## src/rtl/input_pulse_conditioner.sv

```systemverilog
// Push-button conditioner: 2-flop synchronizer, debounce FSM, press strobe and glitch counter.
// Optional auto-repeat of the press strobe while held: define AUTOREPEAT_EN.
module input_pulse_conditioner #(
  parameter int unsigned DEB_CYCLES    = 4,
  parameter int unsigned HOLD_CYCLES   = 16,
  parameter int unsigned REPEAT_CYCLES = 8
) (
  input  logic       clk,
  input  logic       reset,
  input  logic       btn_raw,
  input  logic       glitch_clr,
  output logic       pulse,
  output logic       level,
  output logic [3:0] glitch_cnt
);

  localparam int unsigned CNT_W    = 8;
  localparam int unsigned GLITCH_W = 4;
  localparam logic [CNT_W-1:0]    DEB_LAST   = CNT_W'(DEB_CYCLES - 1);
  localparam logic [GLITCH_W-1:0] GLITCH_MAX = '1;

  if (DEB_CYCLES < 2 || DEB_CYCLES > 255) begin : g_deb_range
    $error("DEB_CYCLES must be in 2..255");
  end
  if (HOLD_CYCLES < 1 || REPEAT_CYCLES < 1 || HOLD_CYCLES + REPEAT_CYCLES > 65535) begin : g_hold_range
    $error("HOLD_CYCLES/REPEAT_CYCLES out of range");
  end

  typedef enum logic [1:0] {IDLE, RISE_CHK, HIGH, FALL_CHK} state_t;

  state_t           state, state_nxt;
  logic             s1, s2;
  logic [CNT_W-1:0] cnt, cnt_nxt;
  logic             glitch_inc;
  logic             press_acc;
  logic             repeat_hit;
  logic             pulse_nxt, level_nxt;

  // Two-flop synchronizer; only s2 is used by the logic.
  always_ff @(posedge clk) begin
    if (reset) begin
      s1 <= 1'b0;
      s2 <= 1'b0;
    end else begin
      s1 <= btn_raw;
      s2 <= s1;
    end
  end

  always_ff @(posedge clk) begin
    if (reset) begin
      state <= IDLE;
      cnt   <= '0;
    end else begin
      state <= state_nxt;
      cnt   <= cnt_nxt;
    end
  end

  always_comb begin
    state_nxt = state;
    cnt_nxt   = cnt;
    case (state)
      IDLE: if (s2) begin
        state_nxt = RISE_CHK;
        cnt_nxt   = CNT_W'(1);
      end
      RISE_CHK: begin
        if (!s2)                  state_nxt = IDLE;
        else if (cnt == DEB_LAST) state_nxt = HIGH;
        else                      cnt_nxt   = cnt + CNT_W'(1);
      end
      HIGH: if (!s2) begin
        state_nxt = FALL_CHK;
        cnt_nxt   = CNT_W'(1);
      end
      FALL_CHK: begin
        if (s2)                   state_nxt = HIGH;
        else if (cnt == DEB_LAST) state_nxt = IDLE;
        else                      cnt_nxt   = cnt + CNT_W'(1);
      end
      default: state_nxt = IDLE;
    endcase
  end

  always_comb begin
    press_acc  = (state == RISE_CHK) && (state_nxt == HIGH);
    glitch_inc = ((state == RISE_CHK) && !s2) || ((state == FALL_CHK) && s2);
    pulse_nxt  = press_acc || repeat_hit;
    level_nxt  = (state_nxt == HIGH) || (state_nxt == FALL_CHK);
  end

`ifdef AUTOREPEAT_EN
  localparam int unsigned HOLD_W = 16;
  localparam logic [HOLD_W-1:0] HOLD_FIRST = HOLD_W'(HOLD_CYCLES);
  localparam logic [HOLD_W-1:0] HOLD_WRAP  = HOLD_W'(HOLD_CYCLES + REPEAT_CYCLES);

  logic [HOLD_W-1:0] hold, hold_inc, hold_nxt;

  // Hold counter wraps back to HOLD_FIRST so every repeat lands on the same value.
  always_comb begin
    hold_inc   = hold + HOLD_W'(1);
    hold_nxt   = hold;
    repeat_hit = 1'b0;
    if (press_acc) begin
      hold_nxt = '0;
    end else if ((state == HIGH) && s2) begin
      hold_nxt   = (hold_inc == HOLD_WRAP) ? HOLD_FIRST : hold_inc;
      repeat_hit = (hold_nxt == HOLD_FIRST);
    end
  end

  always_ff @(posedge clk) begin
    if (reset) hold <= '0;
    else       hold <= hold_nxt;
  end
`else
  assign repeat_hit = 1'b0;
`endif

  // Registered outputs; a clear beats a simultaneous increment.
  always_ff @(posedge clk) begin
    if (reset) begin
      pulse      <= 1'b0;
      level      <= 1'b0;
      glitch_cnt <= '0;
    end else begin
      pulse <= pulse_nxt;
      level <= level_nxt;
      if (glitch_clr)
        glitch_cnt <= '0;
      else if (glitch_inc && (glitch_cnt != GLITCH_MAX))
        glitch_cnt <= glitch_cnt + GLITCH_W'(1);
    end
  end

endmodule

```

## config.mk

```make
export PLATFORM = sky130hd
export DESIGN_NAME = input_pulse_conditioner
export DESIGN_NICKNAME = d
export VERILOG_FILES = /design/src/rtl/input_pulse_conditioner.sv
export SDC_FILE = /design/constraint.sdc
export NUM_CORES = 1
export LEC_CHECK = 0
export ABC_AREA = 1
export BUFFER_PORTS_ARGS = -buffer_cell sky130_fd_sc_hd__buf_2
export CORE_UTILIZATION = 40
export DETAILED_ROUTE_END_ITERATION = 16
export PLACE_DENSITY = 0.64
export SLEW_MARGIN = 20
export SYNTH_ARGS = -nofsm -noshare
export SYNTH_HDL_FRONTEND = slang
export SYNTH_SLANG_ARGS = --single-unit
```

## constraint.sdc

```tcl
create_clock -name clk -period 2.4 [get_ports clk]
set_clock_uncertainty 0.2 [all_clocks]
set_input_delay 0.48 -clock clk [delete_from_list [all_inputs] [get_ports clk]]
set_output_delay 0.48 -clock clk [all_outputs]
set_load 0.03 [all_outputs]
```

; Word-level counts from Yosys, hierarchy flattened
; Index checks and enable logic that the tools add are counted.
[op_classes]
n_addsub = 2
eq_ne = 11
muxes = 13
n_reduce_logical = 10
[ops]
columns = cell, n
row1 = $mux 8, 5
row2 = $pmux 8 s4, 1
row3 = $mux 2, 6
row4 = $add 8x1->8 const B, 1
row5 = $eq 2x2->1 const B, 4
row6 = $eq 8x2->1 const B, 1
row7 = $ne 2x2->1 const B, 4
row8 = $pmux 2 s4, 1
row9 = $add 4x1->4 const B, 1
row10 = $logic_and 1x1->1, 4
row11 = $ne 4x4->1 const B, 1
row12 = $reduce_and 4->1, 1
row13 = $eq 2x1->1 const B, 1
row14 = $logic_not 2->1, 1
row15 = $logic_or 1x1->1, 2
row16 = $reduce_or 2->1, 1
row17 = $logic_not 1->1, 1
[word_totals]
register_bits = 18
wordCells = 43

; Depth between registers and ports, before layout
[logic_depth]
depth_word = 6
mapped_depth = 10
depth_no_buf = 10

; Least setup slack after synthesis
; No wires, ideal clock.
[synth_path]
path_kind = register to register
from = register glitch_cnt[0]
to = register glitch_cnt[2]
setup_time_ns = 0.116
arrival_ns = 1.236
required_ns = 2.084
setup_slack_ns = 0.848
stages_incl_launch_ff = 8
n_path_buf = 0
path_cell_list = dfxtp_1 ha_1 nand3_1 nand2_1 nor2_2 nand3_1 nand2_1 nor2_1
[synth_via]
elab_chain_len = 2
word_cells_on_any_way = 3
cone_classes = add/sub (1) / eq/ne (1) / reduce/logical (1)
[synth_lines]
columns = item, line
row1 = "start, declared", 14  ; output logic [3:0] glitch_cnt
row2 = "start signal, assigned", 133  ; glitch_cnt <= glitch_cnt + GLITCH_W'(1);
row3 = branches (longest 2 deep; another with $add 4x1->4), n/a
; Several ways; the timed one is not identified.
; A chain may end at the register's enable or synchronous reset.

==> impl_metrics.yaml <==
sta:
  hold_viol: 0
  finalSetupViolCount: 0
  tightestPinTransition_ps: 314
  period_share: 0.692
  setup_slack_ps: 740
  drv_slew: 0
  rsz0062_at_grt: "no"
  fmax_mhz: 602
  min_period_ps: 1660
  slew-limit-headroom: 0.791
  fin_tns_setup_ps: 0
clock_network:
  cts-resized-gates: 0
  cts_buffers: 3
  insertion_delay_ps: 280
  ctsHoldBuffers: 0
  cts.clk_slew.worst_paths_ps: 90
  cts_sinks: 17
  root_buffer: "clkbuf_4"
  cts_max_path_buffers: 2
  cts_tree: "built"
  cts-htree-levels: 1
  cts_setup_buffers: 0
floorplanning:
  chipWidth_um: 49.5
  initial_core_util: 0.441
  die_y_um: 49.5
  core_region_area_sq_um: 2040
  rows: 16
  die_area_sq_um: 2450
  pin_count: 10
logic_synthesis:
  synth-seq-cells: 17
  postSynthAreaPerCell_sq_um: 6.82
  netlist_instances: 132
  ys_warn_count: 0
  syn-num-nets: 138
  yosysTopAreaCell: "dfxtp_1"
  synth.distinct_cells: 23
  synth_top_cell_area_share: 0.378
  ys_seq_area_frac: 0.378
  ys_top_cells_by_area: "dfxtp_1, nand2_1, inv_1, nor2_1, a21oi_1"
  synth.cell_area_sq_um: 901
routing:
  via_per_inst: 4.74
  drc: 0
  firstDrtPassIters: 5
  vias: 811
  routedWlPerCell_um: 9.46
  totalWireLength_um: 1620
  initialDrtViolationCount: 25
  postRouteAntennaNets: 0
setup_path:
  crit_chain: "buf_2"
  crit_family: "flip-flops"
  path_class: "flop to output pin"
  crit_path_end_kind: "output pin"
  crit_required_ps: 1720
  slowest_delay_ps: 460
  path_max_fanout: 5
  setup.worst_path.start_class: "flop"
  cp_data_arrival_time_ps: 980
  cp_num_buf_inv: 1
  critPathSlowestCell: "dfxtp_1"
pwr:
  seqPwrFrac: 0.624
  leakage_nw: 0.454
  p_sw_frac: 0.226
  switchingPower_w: 0.000105
  vdd_drop_max_mv: 0.305
  internal_power_w: 0.000359
  clkPwrFrac: 0.321
  power.density_nw_per_um2: 462
  p_comb_frac: 0.055
status:
  status: "completed"
worst_hold_path:
  hp-class: "input port to flop"
finish:
  n_fill_cell: 217
  fin_util: 0.491
  final_common_cell: "nand2_1"
  nets: 151
  final_cell_mix: "nand2_1, dfxtp_1, nor2_1, inv_1"
  n_antenna_cell: 0
  drive_gt1_frac: 0.201
  area_growth_pct: 11.2
placed_design:
  pre_cts_slack_ps: 808
  dpl.hpwl_um: 1290
  io_buffers: 9
  place_congestion: 0.854
grt:
  grt_max_degree: 10
  antenna_found_initial: 0
  grt.total_usage: 0.150
  grt_pass1_vias: 701
  grt_pass1_wl_um: 2840
  grt-ovfl-total: 0
flow_run:
  maxCapViolCount: 0
[final timing paths]
path                            start                   to  slack (ps)  cells past startpoint
setup / recovery  state[1]$_SDFF_PP0_                level         740                      1
hold reg to reg         s1$_SDFF_PP0_        s2$_SDFF_PP0_         220                      2
setup reg to reg  cnt[0]$_SDFFE_PP0P_  cnt[0]$_SDFFE_PP0P_         810                     10
hold / removal                btn_raw        s1$_SDFF_PP0_         200                      3
[power by group through the flow]
stage          clock network, W   logic, W  registers, W
3_3_place_gp                  0  0.0000257      0.000295
2_1_floorplan                 0  0.0000186      0.000296
3_5_place_dp                  0  0.0000255      0.000296
5_1_grt                0.000169  0.0000286      0.000290
4_1_cts                0.000158  0.0000256      0.000289
6_report               0.000149  0.0000254      0.000289
[sequential cells by signal, summed over array words and instances, names as in the netlist]
signal	flops
cnt	8
glitch_cnt	4
pulse	1
s1	1
s2	1
state	2
[tightest hold or removal path, delay by kind of cell]
family / cells / cell delay [ps]
buffers and inverters: 2 / 140
and+or+nand+nor: 1 / 30
[cells in the mapped netlist]
master    count
and3_1        1
ha_1          2
nand4_1       1
nand2_1      37
o21ai_0       2
nor2_2        4
xnor2_1       1
nor3_1        1
nor2_1       14
xor2_2        1
nand2_4       1
nand3_1       8
dfxtp_1      17
nor4_1        1
inv_1        14
a21oi_1       9
clkbuf_1      1
nand2_2       6
o21ai_1       3
or2_0         1
nor2_4        3
inv_2         2
clkinv_1      2
[routing by layer]
| layer | vias up | share of wire | track usage |
|---|---|---|---|
| met1 | 360 | 0.50 | 0.202 |
| met3 | 4 | 0.032 | 0.0185 |
| met2 | 16 | 0.44 | 0.237 |
| met5 | - | 0 | 0 |
| met4 | 0 | 0.023 | 0.0714 |
| li1 | 431 | - | - |
[per-stage QoR]
step | instance area [sq um] | cells | power, W | hold slack, ps
after floorplan | 901 | 132 | 0.000314 | 188
after global placement | 976 | 167 | 0.000321 | 196
after detailed placement | 976 | 167 | 0.000321 | 209
after CTS | 1000 | 171 | 0.000472 | 187
after global routing | 1000 | 171 | 0.000487 | 199
final | 1000 | 171 | 0.000463 | 201
[kinds of logic after synthesis]
kind of cell | count (synthesis) | synth area share
buffers and inverters | 19 | 0.0792
AOI/OAI and AO/OA | 14 | 0.0778
adders and majority gates | 2 | 0.0278
and+or+nand+nor | 78 | 0.410
DFF | 17 | 0.378
xor gates and xnor gates | 2 | 0.0278
[final cells by class]
cell class | instances | area, sq um | share of cell area
Clock buffer | 4 | 26.3 | 0.0262
Tap cell | 27 | 33.8 | 0.0337
Multi-Input combinational cell | 96 | 489 | 0.488
Inverter | 18 | 67.6 | 0.0674
Sequential cell | 17 | 340 | 0.340
Timing Repair Buffer | 9 | 45.0 | 0.0449
Note: power is estimated with default switching activity, not from simulation.
